### config.mk
export PLATFORM = sky130hd
export DESIGN_NAME = fetch_unit
export DESIGN_NICKNAME = d
export VERILOG_FILES = /design/src/rtl/fetch_unit.sv
export SDC_FILE = /design/constraint.sdc
export NUM_CORES = 1
export LEC_CHECK = 0
export CORE_MARGIN = 10
export CORE_UTILIZATION = 50
export DETAILED_ROUTE_END_ITERATION = 7
export PLACE_DENSITY = 0.8
export RECOVER_POWER = 100
export SLEW_MARGIN = 25
export SYNTH_ARGS = -nofsm -noshare
export SYNTH_HDL_FRONTEND = slang
export SYNTH_SLANG_ARGS = --single-unit
### constraint.sdc
create_clock -name clk -period 4.2 [get_ports clk]
set_input_delay 0.84 -clock clk [delete_from_list [all_inputs] [get_ports clk]]
set_output_delay 0.84 -clock clk [all_outputs]
set_load 0.1 [all_outputs]
### src/rtl/fetch_unit.sv
// fetch_unit -- instruction fetch stage of the RISC-V core, feeding `decoder`.
//
// Holds the program counter and keeps at most one 32-bit instruction-memory
// request in flight. Each returned word is presented with its PC to `decoder`
// through a valid/ready handshake. A one-entry skid register absorbs a
// response that arrives while the decoder is stalled. Redirects from execute
// flush buffered words and discard the in-flight response.
//
// Optional feature macro: FETCH_MISALIGN_TRAP_EN
//   defined   -> a redirect to a non-word-aligned target parks the stage in
//                FAULT with fetchFault=1 until an aligned redirect or reset.
//   undefined -> the low two target bits are ignored, fetchFault is tied 0.
//
// Ports:
//   clk, rst                  clock, synchronous active-high reset
//   imemReq, imemAddr         fetch request and word-aligned address
//   imemReady                 memory accepts the request this cycle
//   imemRespValid, imemRdata  in-order response, cannot be stalled
//   redirectValid/Target      PC redirect from execute
//   instructionValid/Ready    handshake towards decoder
//   instructionCode/Pc        fetched word and the address it came from
//   fetchFault                misaligned-redirect trap indication

module fetch_unit #(
    parameter logic [31:0] RESET_PC = 32'h0000_0000
) (
    input  logic        clk,
    input  logic        rst,
    output logic        imemReq,
    output logic [31:0] imemAddr,
    input  logic        imemReady,
    input  logic        imemRespValid,
    input  logic [31:0] imemRdata,
    input  logic        redirectValid,
    input  logic [31:0] redirectTarget,
    output logic        instructionValid,
    input  logic        instructionReady,
    output logic [31:0] instructionCode,
    output logic [31:0] instructionPc,
    output logic        fetchFault
);

    typedef enum logic [1:0] {
        REQ  = 2'd0,
        WAIT = 2'd1,
        HOLD = 2'd2
`ifdef FETCH_MISALIGN_TRAP_EN
        , FAULT = 2'd3
`endif
    } state_e;

    state_e      state_q, state_d;
    logic [31:0] pc_q, pc_d;
    logic        outValid_q, outValid_d;
    logic [31:0] outCode_q, outCode_d;
    logic [31:0] outPc_q, outPc_d;
    logic [31:0] skidCode_q, skidCode_d;
    logic [31:0] skidPc_q, skidPc_d;
    logic        dropPending_q, dropPending_d;

    logic        accepted;
    logic        consume;
    logic        inFlight;
    logic [31:0] target;

    // The request is masked while reset is held so the stage is silent until
    // the first cycle after release.
    assign imemReq          = (state_q == REQ) && !rst;
    assign imemAddr         = pc_q;
    assign instructionValid = outValid_q;
    assign instructionCode  = outCode_q;
    assign instructionPc    = outPc_q;

    assign accepted = imemReq && imemReady;
    assign consume  = outValid_q && instructionReady;
    // A response is still owed by memory either in WAIT or, after a
    // misaligned redirect, while parked in FAULT with a drop pending.
    assign inFlight = (state_q == WAIT) || dropPending_q;

`ifdef FETCH_MISALIGN_TRAP_EN
    logic misaligned;
    assign target     = redirectTarget;
    assign misaligned = (redirectTarget[1:0] != 2'b00);
    assign fetchFault = (state_q == FAULT);
`else
    assign target     = redirectTarget & 32'hFFFF_FFFC;
    assign fetchFault = 1'b0;
`endif

    // Next-state logic. A redirect overrides everything else: the output and
    // skid are flushed, and any response still owed by memory is marked for
    // discard so that only one request is ever outstanding.
    always_comb begin
        state_d       = state_q;
        pc_d          = pc_q;
        outValid_d    = outValid_q;
        outCode_d     = outCode_q;
        outPc_d       = outPc_q;
        skidCode_d    = skidCode_q;
        skidPc_d      = skidPc_q;
        dropPending_d = dropPending_q;

        if (redirectValid) begin
            outValid_d    = 1'b0;
            outCode_d     = 32'h0;
            outPc_d       = 32'h0;
            skidCode_d    = 32'h0;
            skidPc_d      = 32'h0;
            pc_d          = target;
            // A response arriving this same cycle is the owed one and is
            // simply dropped now, so nothing remains to discard later.
            dropPending_d = (inFlight && !imemRespValid) || accepted;
            state_d       = dropPending_d ? WAIT : REQ;
`ifdef FETCH_MISALIGN_TRAP_EN
            if (misaligned) begin
                state_d = FAULT;
            end
`endif
        end else begin
            if (consume) begin
                outValid_d = 1'b0;
            end
            case (state_q)
                REQ: begin
                    if (accepted) begin
                        state_d = WAIT;
                    end
                end
                WAIT: begin
                    if (imemRespValid) begin
                        if (dropPending_q) begin
                            dropPending_d = 1'b0;
                            state_d       = REQ;
                        end else begin
                            pc_d = pc_q + 32'd4;
                            if (!outValid_q || consume) begin
                                outValid_d = 1'b1;
                                outCode_d  = imemRdata;
                                outPc_d    = pc_q;
                                state_d    = REQ;
                            end else begin
                                skidCode_d = imemRdata;
                                skidPc_d   = pc_q;
                                state_d    = HOLD;
                            end
                        end
                    end
                end
                HOLD: begin
                    if (consume) begin
                        outValid_d = 1'b1;
                        outCode_d  = skidCode_q;
                        outPc_d    = skidPc_q;
                        state_d    = REQ;
                    end
                end
`ifdef FETCH_MISALIGN_TRAP_EN
                FAULT: begin
                    if (imemRespValid) begin
                        dropPending_d = 1'b0;
                    end
                end
`endif
                default: begin
                    state_d = REQ;
                end
            endcase
        end
    end

    // State register with synchronous reset; a reset also forgets any
    // in-flight request, so a late response lands in REQ and is ignored.
    always_ff @(posedge clk) begin
        if (rst) begin
            state_q       <= REQ;
            pc_q          <= RESET_PC;
            outValid_q    <= 1'b0;
            outCode_q     <= 32'h0;
            outPc_q       <= 32'h0;
            skidCode_q    <= 32'h0;
            skidPc_q      <= 32'h0;
            dropPending_q <= 1'b0;
        end else begin
            state_q       <= state_d;
            pc_q          <= pc_d;
            outValid_q    <= outValid_d;
            outCode_q     <= outCode_d;
            outPc_q       <= outPc_d;
            skidCode_q    <= skidCode_d;
            skidPc_q      <= skidPc_d;
            dropPending_q <= dropPending_d;
        end
    end

endmodule

======== Word-level counts from Yosys, hierarchy flattened ========
Cells that the tools add are included.
storage, ports and cells
  register bits after elaboration ......... 164
  bits in latches ......................... 0
  RAM bits ................................ 0
  memory bits (read-only) ................. 0
  input bits .............................. 70
  output and inout port bits .............. 99
  word-level logic and storage cells ...... 74
  memories ................................ 0
cells by class
  $add $sub $neg .......................... 1
  multipliers ............................. 0
  div/mod/pow operators ................... 0
  magnitude comparators ................... 0
  eq/ne operators ......................... 10
  shift-type cells ........................ 0
  multiplexer cells ....................... 31
  bitwise logic cells ..................... 2
  reductions and logical operators ........ 21
operators by type and width
  cell                   number
  $mux 32                12
  $pmux 32 s2            2
  $add 32x3->32 const B  1
  $mux 2                 6
  $mux 1                 9
  $ne 3x3->1 const B     3
  $reduce_and 3->1       3
  $ne 2x2->1 const B     4
  $pmux 2 s3             1
  $reduce_bool 2->1      3
  $reduce_and 5->1       1
  $logic_and 1x1->1      4
  $reduce_and 4->1       1
  $logic_not 1->1        3
  $logic_or 1x1->1       3
  $eq 2x1->1 const B     1
  $eq 2x2->1 const B     1
  $logic_not 2->1        1
  $ne 2x1->1 const B     1
  $not 1->1              2
  $pmux 1 s2             1
  $reduce_and 2->1       1
  $reduce_or 2->1        1

======== Depth between registers and ports, before layout ========
Gate-level depths: netlist of the first run.
  depth in word-level cells ............... 7
  depth in mapped cells ................... 9
  mapped depth without buffers ............ 6

======== Worst setup path after synthesis of the first run ========
Ideal clock, no wire load.
  path kind ............................... input to output
  start ................................... in rst
  end ..................................... out imemReq
  arrival ................................. 2541 ps
  path slack .............................. 819 ps
  cell stages on the path ................. 3
  cell sequence ........................... clkbuf_1 -> clkbuf_1 -> nor2b_1
between the ends
  cells in the longest elaborated chain, start to end .. 2
RTL lines
  element             line  RTL
  start: declaration  28    input logic rst,
  $logic_not 1->1     68    assign imemReq = (state_q == REQ) && !rst;
  $logic_and 1x1->1   68
  end: declaration    29    output logic imemReq,
Every way passes these cells.

======== Worst setup path in the final report of the first run ========
  start ................................... in redirectValid
  end ..................................... reg outCode_q[9] (netlist: instructionCode[9])
between the ends
  cells in the longest elaborated chain, start to end .. 1
RTL lines
  element                    line  RTL
  start: declaration         34    input logic redirectValid,
  $reduce_or 2->1 (no line)  --
  end signal: assignment     187   outCode_q <= outCode_d;
  end: declaration           55    logic [31:0] outCode_q, outCode_d;
Every way passes these cells.
A chain may end at the register's enable or synchronous reset.

==> results.txt, run 1 <==
The number of buffers inserted by hold repair at cts came out at 0. The H-tree depth reported by CTS is 4. At the pin with the least slew margin, the transition time is 1.359 ns. The critical path goes through dlygate4sd3_1 -> clkbuf_1 -> or2_0 -> clkbuf_2 -> a211oi_1. Setup repair after global routing left no endpoint under its margin.

The leakage power total is 3.213 nW. Relative to the synthesized area, the layout overhead comes to 32.33%. In this run the worst path has a maximum fanout of 49. Clock-pin slew was measured on the worst setup and hold paths at 0.06 ns. The highest attainable clock frequency is 0.2904 GHz. The met3 demand-to-capacity share in global routing is 0.05648. Entering global routing, the biggest net connects 78 pins.

For the worst-skew pair, the clock arrives at the later sink with an insertion delay of 0.42 ns. The remaining antenna violation count is 0. The clock tree skew after final layout is 0.005747 ns. The height of the chip is 139.3 um. STA puts the critical path data required time at 4.45 ns.

The average wire length per cell after detail routing is 17.40 um. The port buffer count is 161. Synthesis inferred 158 register bits. By count the netlist is led by 158 x sky130_fd_sc_hd__dfxtp_1, 148 x sky130_fd_sc_hd__nand2_1, 129 x sky130_fd_sc_hd__a21oi_1. The parity-gate share of the synthesized area counting xor and xnor cells is 0.01107.

The initial antenna violation count is 0. The flow ran to the end, and the final reports show no timing, DRC or antenna violations. Summed over all failing endpoints, the final setup total negative slack is 0 ns.

The share of Yosys cell area claimed by the top area cell type is 0.4441. The length of the first detailed-routing pass in iterations came out at 5. The tool flagged a number of max-cap violations equal to 0. The post-synthesis simple-gate area fraction is 0.1736. The top-level I/O count came out at 169. The global-route usage over all layers came out at 0.1961. The post-synthesis compound-gate area fraction came out at 0.2182. sky130_fd_sc_hd__dfxtp_1 is the most common cell in the netlist. IR analysis of the VDD net gives a maximum drop of 0.0002813 V.

The floorplan core area is 13930 sq um. The layout filler cell count came out at 1122. A synthesized cell averages 8.458 sq um. Counting both buffers and inverters, the worst setup path holds a total of 3. In the routed design, unresolved DRC markers number 0. The depth of the most critical reg-to-reg path is 6.

The total stage count of the critical path is 5. The most utilized layer in the global route result is met2. For this run, the slowest stage of the critical path takes 0.82 ns. The routed design has 20.04 mm of wire. The endpoint identified for the worst register-to-register timing path is imemAddr[19].

The number of failing setup endpoints in the final timing report is 0. The worst-case clock buffer depth is 2. The number of global-route vias before repair was 6072. The worst slew slack as a fraction of its limit is 0.09332.

The weighted congestion reported at the end of routability-driven placement came out at 0.8372. In this run, distinct cell masters in the synthesized netlist total 52. The buffer type at the clock tree root is sky130_fd_sc_hd__clkbuf_16. The total setup buffers inserted after CTS is 0. The global-route congestion overflow total came out at 0. The data arrival time of the critical path came out at 3.69 ns. The first-pass GRT wire length is 31.95 mm.

For this run, the register share of the synthesized area comes to 0.4441. The horizontal die dimension came out at 139.3 um. The total power draw came out at 4.014 mW. The CTS tree is built.

The DRC violation total after the first TritonRoute iteration is 350. The overall via count from detail_route came out at 6557. The initial standard-cell utilization of the core is 0.5111. The share of cells above drive strength 1 came out at 0.05761. The portion of the clock cycle consumed by the worst path in the final layout is 0.8198. The worst setup path is launched from an input port. The Yosys step of the flow raised 0 warnings. The synthesized-area fraction occupied by adder cells came out at 0.008784. Following the worst setup path forward leads to its endpoint at instructionCode[9].

Counting flops with an async set or reset pin after synthesis yields a share of 0. The number of gates given a new drive strength after cts came out at 0. The total clock sinks came out at 158. The repair_antennas step left the layout with diodes totalling 0. The gate count after technology mapping is 842. Summed over all instances, the cell type with the most area after synthesis is sky130_fd_sc_hd__dfxtp_1.

The worst setup path is captured at a flop. The detailed-placement wirelength estimate is 13.05 mm. The area of the mapped netlist came out at 7122 sq um. The number of synthesized flops with an enable pin came out at 0.

The net count of the finished layout is 1034. The number of standard-cell rows in the floorplan is 43. On the critical path the largest part of the delay comes from buffers and inverters. The met1 track demand over resource in global routing came out at 0.2560. The routed via count divided by cell count came out at 5.692. The worst reg-to-reg setup slack is 1.54 ns. Clock tree synthesis inserted a total of 17 buffers.

In this run the critical register-to-register path is launched from state_q[1]. The die outline area is 19420 sq um. The worst hold path belongs to the class flop to flop. The mux cell area share after synthesis is 0.08995. Ranked by total cell area, the synthesized netlist is headed by sky130_fd_sc_hd__dfxtp_1 44%, sky130_fd_sc_hd__a21oi_1 9.1%, sky130_fd_sc_hd__mux2i_1 9.0%.

The slowest stage of the critical path is the sky130_fd_sc_hd__dlygate4sd3_1 cell. Tracing the worst setup path back leads to its startpoint at redirectValid. The number of hold-slack violations in the final timing report is 0. The final-report max-slew violation count came out at 0. Dividing total power by cell area gives a power density of 426.0 nW/um^2. For met2 alone, demand over resource in global routing was 0.3031. The final period demand of the worst path is 3.443 ns.

The most used flip-flop cell after synthesis is sky130_fd_sc_hd__dfxtp_1. The largest family of logic cells by synthesized area is compound AO/OA/AOI/OAI gates. The critical path in this run is classified as input port to flop.
==> logic make-up after synthesis <==
| kind of cell | after synthesis |
|---|---|
| xor+xnor | 9 |
| compound gates | 247 |
| simple gates | 265 |
| other cells | 1 |
| fa+ha+maj | 5 |
| buf+inv | 93 |
| mux | 64 |
| flops | 158 |
==> worst register-to-register path: stages (launching register included) <==
cell and delay [ns]:
sky130_fd_sc_hd__dfxtp_1 0.35, sky130_fd_sc_hd__inv_1 0.12, sky130_fd_sc_hd__ha_1 0.39, sky130_fd_sc_hd__nand3b_2 0.23
sky130_fd_sc_hd__or4_4 0.69, sky130_fd_sc_hd__or3_1 0.38, sky130_fd_sc_hd__a2111oi_0 0.39
==> per-stage QoR <==
step	area [sq um]	util	worst slack, ns	std cells	hold WS, ns
final	9424	0.6763	0.7568	1152	0.4522
after floorplan	7137	-	0.8193	846	0.4360
after detailed placement	8807	0.6320	0.9993	1120	0.4461
after global placement	8807	0.6320	1.058	1120	0.4409
after global routing	9424	0.6763	0.5905	1152	0.4686
after CTS	9444	0.6777	1.143	1152	0.4543
==> worst min-delay path by stage <==
stage	from	endpoint	slack (ns)	cells past startpoint
2_1_floorplan	skidCode_q[0]	skidCode_q[0]	0.44	2
3_3_place_gp	skidCode_q[4]	skidCode_q[4]	0.44	2
3_5_place_dp	skidPc_q[17]	skidPc_q[17]	0.45	2
4_1_cts	skidPc_q[17]	skidPc_q[17]	0.45	2
5_1_grt	skidPc_q[10]	skidPc_q[10]	0.47	2
6_report	skidCode_q[19]	skidCode_q[19]	0.45	2
==> sequential cells by signal (all words and copies together) (netlist names) <==
signal,count
skidPc_q,30
instructionPc,30
instructionValid,1
state_q,2
skidCode_q,32
imemAddr,30
dropPending_q,1
instructionCode,32
==> cell type report <==
type / count / area [sq um] / share of cell area
Clock buffer: 23 / 508.0 / 0.05390
Clock inverter: 9 / 128.9 / 0.01368
Inverter: 14 / 52.55 / 0.005576
Multi-Input combinational cell: 595 / 3625 / 0.3846
Sequential cell: 158 / 3163 / 0.3356
Tap cell: 180 / 225.2 / 0.02390
Timing Repair Buffer: 173 / 1722 / 0.1827
==> cells in the final DEF (no fill, tap or decap), drive strengths merged, types with 6 or more instances in the layout <==
cell,Yosys,routed
mux2i,64,64
dlygate4sd3,0,95
nor4,15,15
nand3,9,9
nor3,6,6
a2111oi,7,7
clkbuf,66,25
or3,7,7
buf,13,11
inv,14,15
o21ai,10,10
a211oi,72,72
nand4,10,10
clkdlybuf4s50,0,65
nand2,148,148
nor2b,10,10
xnor2,6,6
a311oi,11,11
a21oi,129,129
and3,9,9
nor2,33,33
dfxtp,158,158
==> metal layers <==
metal	wire length, um	share of wire
met1	9097	0.45
met2	9159	0.46
met3	1494	0.075
met4	291	0.015
met5	0	0
==> where the power goes <==
part	leakage, nW	internal (mW)	switching, mW
Sequential	1.28	1.55	0.0617
Combinational	1.62	0.209	0.567
Clock	0.312	1.03	0.599
Note: power is estimated with default switching activity, not from simulation.
==> run 2: changes to the inputs <==
Settings changed: CORE_UTILIZATION 50 to 45, PLACE_DENSITY 0.8 to 0.76.
Clock period 4.2 ns to 3 ns, I/O delays scaled along.
==> results.txt, run 2 (synthesis results as in run 1) <==
The cell that appears most often on the critical path is sky130_fd_sc_hd__buf_4. The final-report max-slew violation count was 0. The worst-skew pair later-pin latency is 0.41 ns. The horizontal die dimension came out at 145.8 um. The placed instances occupy a cell area of 8766 sq um. The number of cells in the finished layout apart from fillers came out at 1191. The average wire length per cell after detail routing is 17.13 um. Leaving out fill and tap cells, the most frequent cell in the layout is sky130_fd_sc_hd__dfxtp_1. The share of cells above drive strength 1 is 0.05816. The post-route DRC violation count came out at 0. For the pin with the worst max-slew slack, the measured transition is 1.353 ns. The CTS clock-pin slew for the worst setup and hold paths is 0.06 ns. The post-route standard cell area excluding fillers is 8905 sq um. The final period demand of the worst path is 2.638 ns. The top-level I/O count came out at 169. STA classifies the critical path endpoint as a flop. The total negative slack for setup checks is 0 ns. The largest stage delay on the critical path is 1.03 ns.

The required time reported for the critical path endpoint is 3.26 ns. In the layout the commonest cells are 158 x sky130_fd_sc_hd__dfxtp_1, 147 x sky130_fd_sc_hd__nand2_1, 128 x sky130_fd_sc_hd__a21oi_1, 101 x sky130_fd_sc_hd__clkbuf_1, 72 x sky130_fd_sc_hd__a211oi_1. The initial antenna violation count came out at 0. The portion of the clock cycle consumed by the worst path in the final layout is 0.8792. The tightest hold path in the finished design has a slack of 0.4525 ns. Once layout is complete, the utilization of the core stands at 0.5793.

The critical path in this run is classified as input port to flop. The number of global-route vias before repair came out at 6183. The largest net degree at the start of global routing came out at 63.

Along the worst path, the maximum fanout reaches 17. The height of the chip came out at 145.8 um. The number of instances in the placed design is 1163. The initial standard-cell utilization of the core is 0.4633. The count of nets left with antenna violations once routing finished came out at 0.

The global-route usage over all layers came out at 0.1828. The number of buffers inserted by hold repair at cts is 0. The post-synthesis to final-layout area growth is 25.04%. The worst-case clock buffer depth is 2. The total length of routed wires came out at 20.40 mm. Setup repair after global routing left no endpoint under its margin.

The clock tree skew after final layout came out at 0.009129 ns. The flow ran to the end, and the final reports show no timing, DRC or antenna violations. The data arrival time of the critical path is 2.90 ns. Input and output buffers added on the ports amount to 161.

The analysis attributes to cell leakage a power of 2.747 nW. The root buffer cell chosen for the clock tree is sky130_fd_sc_hd__clkbuf_16. The first-pass GRT wire length came out at 32.55 mm. The number of gates given a new drive strength after cts is 0. The number of standard-cell rows in the floorplan came out at 45. The highest attainable clock frequency is 0.3791 GHz. The length of routed met3 wiring is 1.340 mm.

The total power per unit cell area is 600.0 nW/um^2. The weighted congestion reported at the end of routability-driven placement came out at 0.8426. Measured against its own limit, the worst slew margin works out to 0.09770. The number of CTS-inserted buffers is 17.

The H-tree was split into 4 levels. The total setup buffers inserted after CTS came out at 0. The worst setup path is launched from an input port. 0 antenna diodes ended up in the layout. The slowest stage of the critical path is the sky130_fd_sc_hd__or2_0 cell.

The total clock sinks came out at 158. The path type of the worst min-delay path is flop to flop. After detailed routing, the met2 layer carries 9.253 mm of wire. The routed via count divided by cell count came out at 5.489.

The die outline area came out at 21260 sq um. The first detailed-routing pass ran for 5 iterations. In this run, the number of DRC markers left after iteration 0 of detailed routing was 362.

After legalization and detailed placement, the total HPWL measured 13.74 mm. For this run, the post-layout net count is 1046. The core region is 15370 sq um.

The overall via count from detail_route is 6537. The highest layer touched by signal routing is met4. The final worst slack came out at 0.3623 ns.

VDD sags by at most 0.0004208 V. The number of hold-slack violations in the final timing report came out at 0. The number of failing setup endpoints in the final timing report is 0. For this run the aggregate overflow at the end of global routing stands at 0. Traced cell by cell, the critical path runs through dlygate4sd3_1 -> buf_4 -> or2_0 -> buf_4 -> a211oi_1. The tool flagged a number of max-cap violations equal to 0.

The completed layout was analyzed and its total power is 5.343 mW. The placement-stage worst setup slack is 0.1409 ns. TritonCTS built the clock tree.

The detailed-route wire length on metal 1 is 9.563 mm. The layout filler cell count came out at 1492.
-- run 2: worst paths after layout --
| check | from | end | slack [ns] | cells after the start |
|---|---|---|---|---|
| max | redirectValid | instructionCode[4] | 0.36 | 5 |
| min | skidPc_q[10] | skidPc_q[10] | 0.45 | 2 |
| max reg2reg | state_q[1] | imemAddr[31] | 0.47 | 6 |
| min reg2reg | skidPc_q[10] | skidPc_q[10] | 0.45 | 2 |
-- run 2: per-layer routing --
metal | vias up | GRT usage
met3 | 20 | 0.04936
met2 | 212 | 0.2832
met5 | - | 0
met1 | 3026 | 0.2419
li1 | 3279 | -
met4 | 0 | 0.05511
-- run 2: final cells by class --
class | instances | area [sq um] | share of cell area
Clock buffer | 21 | 460.4 | 0.05171
Clock inverter | 7 | 91.34 | 0.01026
Inverter | 14 | 52.55 | 0.005901
Multi-Input combinational cell | 595 | 3618 | 0.4064
Sequential cell | 158 | 3163 | 0.3552
Tap cell | 211 | 264.0 | 0.02965
Timing Repair Buffer | 185 | 1255 | 0.1409
-- run 2: worst max-delay path, delay by kind of cell --
| family | cells | cell delay [ns] |
|---|---|---|
| simple gates | 1 | 1.03 |
| buf+inv | 3 | 1.19 |
| compound gates | 1 | 0.07 |
-- run 2: power by group --
part / internal, mW / leakage (nW) / switching, mW
clock network: 1.25 / 0.270 / 0.795
logic: 0.246 / 1.19 / 0.799
registers: 2.17 / 1.28 / 0.0886
total: 3.66 / 2.75 / 1.68
==> patch 1 (flow settings as in run 1) <==
Reset style: asynchronous (`rst`), changed in one clocked block. Comments in the files are not updated.
--- a/src/rtl/fetch_unit.sv
+++ b/src/rtl/fetch_unit.sv
@@ -172,3 +172,3 @@
     // in-flight request, so a late response lands in REQ and is ignored.
-    always_ff @(posedge clk) begin
+    always_ff @(posedge clk or posedge rst) begin
         if (rst) begin
Check against the original RTL: not settled (the Yosys comparison gave no result); the edit may change what the design does.
==> patch 1 against run 1 <==
- synthesized cell count decreased by 5.6%
- global-route usage about the same
- setup slack improved by 0.13 ns
- non-clock buffer count increased by 2
- the flow now finishes with violations (max-capacitance violations, max-slew violations)
- synthesized area increased by 11%
- design area increased by 8.0%
- sequential cell count increased by 2
- wire length increased by 4.0%
- fmax increased by 3.8%
- count of clock-buffer cells in the layout decreased by 4
- final cell count about the same
Power is not compared: it rests on default switching activity, and its combinational part moved more than twofold at a synthesized area within 25%.
==> patch 1: results <==
[synthesis]
synth_adder_area_share_pct = 0.951
yosysSeqAreaShare_pct = 50.7
synth.area.top_cells = "dfrtp_1, mux2_2, mux2i_1"
async_flop_share_pct = 100
yosysUniqueCellTypes = 47
muxShareOfSynthArea_pct = 18.1
avgSynthCellArea_um2 = 9.93
netlist_top_cells_count = "dfrtp_1, nand2_1, nor2_1"
synth_compound_area_share_pct = 8.07

[setup_path]
worstPathArrival_ns = 3.60
crit_path_max_fanout = 26
r2r_end = "skidCode_q[4]"
rr_startpoint = "state_q[1]"
critPathSlowestCell = "a21oi_1"
critPathLaunch = "imemRespValid"
crit_family = "compound AO/OA/AOI/OAI gates"
rrSetupSlack_ns = 1.14

[place]
dpl-instance-area_um2 = 9700
dpl.cell_count = 1121
io_buffers = 163
place.gp.congestion = 0.832
dp_hpwl_mm = 14.2
place_ws_ns = 0.945

[run_status]
status = "finished with violations"
violations = "max-capacitance violations, max-slew violations"

[sta]
maxSlewHeadroom_pct = -56.4
finalMaxSlewViolations = 233
final.setup_skew_ns = 0.0102
fin_crit_ns = 3.32

[global_route]
grt_use_total_pct = 19.6
grt_pass1_vias = 6395

[route]
first_iter_violations = 429
wl_per_cell_um = 18.1
vias = 6315

[job]
drv_cap = 4

[final_layout]
nets = 1005
fillers = 1229

[min_path]
min_to = "skidPc_q[4]"
hold_start = "skidPc_q[4]"
## patch 1: cell types whose count changed in the layout (fill, tap and decap cells not counted), sizes merged, moves of 7 or more
cell	change
dfrtp	+160
dfxtp	-158
a21oi	-124
a211oi	-72
mux2	+70
o21ai	+63
nor2	+46
a31oi	+11
a311oi	-10
nand2	-8
a2111oi	-7
nor4	-7
## patch 1: layout make-up
class	count	area [um^2]	share of cell area, %
Sequential cell	160	4000	39.3
Timing Repair Buffer	175	1710	16.8
Clock inverter	11	93.8	0.922
Tap cell	211	264	2.59
Clock buffer	19	443	4.35
Inverter	10	38.8	0.381
Multi-Input combinational cell	565	3630	35.6
## patch 1: routing by layer
layer / part of all wire, % / up-vias / wire length [um] / GRT usage, %
li1: - / 3015 / - / -
met1: 43 / 3070 / 8900 / 24.6
met2: 48 / 209 / 10100 / 31.9
met3: 7.7 / 21 / 1610 / 5.99
met4: 1.1 / 0 / 238 / 5.46
met5: 0 / - / 0 / 0
==> patch 2 (settings of run 1) <==
Made on the original files. The option `FETCH_MISALIGN_TRAP_EN` is turned on by a define.
--- a/src/rtl/fetch_unit.sv
+++ b/src/rtl/fetch_unit.sv
@@ -22,2 +22,4 @@
 //   fetchFault                misaligned-redirect trap indication
+
+`define FETCH_MISALIGN_TRAP_EN
 
Formal check against the unedited RTL: not equivalent (Yosys sat finds a counterexample within 4 cycles, from zero or initial values and one cycle with rst high).
==> patch 2 against run 1 <==
- the flow now finishes with violations (max-capacitance violations, max-slew violations)
- count of clock-buffer cells in the layout did not move
- sequential cell count rose by 6
- design area rose by 2.2%
- setup slack got worse by 0.0017 ns
- sequential share of layout area rose by 0.54 points
- total power fell by 1.4%
- sequential power rose by 2%
- register-to-register slack got worse by 0.53 ns
- synthesized area rose by 2.5%
- wire length rose by 6.9%
- critical path type unchanged
- largest cell class unchanged
- largest power group is now registers
==> patch 2: results <==
[synthesis]
synth-xor-area-share_pct = 0.959
synth_compound_area_share_pct = 17.9
synth.area.top_cells = "dfxtp_1, mux2i_1, nand2_1"
synth_fp_nets = 922
yosysSeqAreaShare_pct = 45.0
async_flop_share_pct = 0
netlist_top_cells_count = "dfxtp_1, nand2_1, a211oi_1"
synth_ff_type = "dfxtp_1"
ys_warn_count = 0
muxShareOfSynthArea_pct = 9.47
yosysUniqueCellTypes = 57
synth_adder_area_share_pct = 0.857

[setup_path]
r2r_end = "skidPc_q[8]"
rr_startpoint = "state_q[1]"
crit_path_max_fanout = 36
rrSetupSlack_ns = 1.01
slowest_delay_ns = 1.22
crit_family = "simple AND/OR/NAND/NOR gates"
rr_worst_depth = 7
critPathSlowestCell = "nand2b_1"

[run_status]
violations = "max-capacitance violations, max-slew violations"
status = "finished with violations"

[clocking]
clkTransAtPathRegs_ns = 0.06
cts_setup_buffers = 0
cts_buffers = 17
htree_num_levels = 4
clk_latency_ns = 0.42
cts-resized-gates = 0
cts_max_path_buffers = 2
cts_root_buf = "clkbuf_16"

[sta]
worst_pin_slew_ns = 1.55
final.setup_skew_ns = 0.00718
finalMaxSlewViolations = 37

[route]
first_iter_violations = 543
wl_per_cell_um = 18.4
viasPerCell = 5.82
drt-pass1-iter-count = 5

[place]
dp_hpwl_mm = 14.1
dpl-instance-area_um2 = 9030
io_buffers = 168
place.gp.congestion = 0.864

[pwr]
vdd_drop_max_mv = 0.268
internal-power_mw = 2.81
power_leakage_nw = 3.42

[min_path]
min_path_cells = 2
hold_path_class = "flip-flop to flip-flop"
min_to = "skidPc_q[26]"
hold_start = "skidPc_q[26]"

[final_layout]
nets = 1044
drive_gt1_share_pct = 5.70
fillers = 1189
diodes = 0

[global_route]
grt_pass1_vias = 6426
antenna_found_initial = 0
grt_use_total_pct = 21.0
grt_max_degree = 75
grt_pass1_wl_mm = 34.2

[job]
drv_cap = 1
-- patch 2: worst max-delay path by stage --
| stage | start | slack (ns) | end |
|---|---|---|---|
| detailed placement | imemRespValid | 0.95 | skidCode_q[10] |
| CTS | state_q[1] | 1.10 | fetchFault |
| global placement | imemRespValid | 1.01 | skidCode_q[10] |
| finish | imemRespValid | 0.76 | skidPc_q[8] |
| global route | imemRespValid | 0.53 | skidPc_q[1] |
| floorplan | rst | 1.04 | imemReq |
-- patch 2: worst min-delay path, stage by stage (launching register included) --
cell     delay [ns]
dfxtp_1        0.30
nand2_1        0.05
a21oi_1        0.05
-- patch 2: cell type report --
class / count / area share [%]
clock buffer: 23 / 5.07
clock inverter: 9 / 1.30
inverter: 9 / 0.351
multi-input combinational: 596 / 38.1
sequential: 164 / 34.1
tap: 184 / 2.39
timing repair buffer: 181 / 18.7
-- patch 2: per-stage QoR --
step / hold WS (ns) / util, % / cells / power (mW) / setup slack, ns
after detailed placement: 0.446 / 62.6 / 1134 / 2.41 / 0.953
after CTS: 0.455 / 66.9 / 1166 / 3.99 / 1.10
final: 0.454 / 66.7 / 1166 / 3.96 / 0.755
after global routing: 0.475 / 66.7 / 1166 / 4.08 / 0.531
after floorplan: 0.436 / - / 847 / 2.18 / 1.04
after global placement: 0.441 / 62.6 / 1134 / 2.40 / 1.01
-- patch 2: power groups by stage --
stage          Sequential [mW]  Clock (mW)  Combinational [mW]
6_report                  1.65        1.60               0.705
3_3_place_gp              1.69           0               0.713
2_1_floorplan             1.94           0               0.239
3_5_place_dp              1.69           0               0.718
5_1_grt                   1.66        1.68               0.744
4_1_cts                   1.65        1.61               0.721
-- patch 2: per-layer routing --
layer	vias to the layer above	routed length, um	global-route usage, %
li1	3308	-	-
met1	3221	9230	25.6
met2	230	10300	34.9
met3	31	1520	5.88
met4	0	347	6.85
met5	-	0	0
-- patch 2: kinds of logic (layout without fill, tap and decap cells) --
group / Yosys count / in the layout
buffers and inverters: 87 / 222
muxes: 69 / 69
adders and majority gates: 5 / 5
and+or+nand+nor: 322 / 322
DFF: 164 / 164
xor gates and xnor gates: 8 / 8
AOI/OAI and AO/OA: 192 / 192
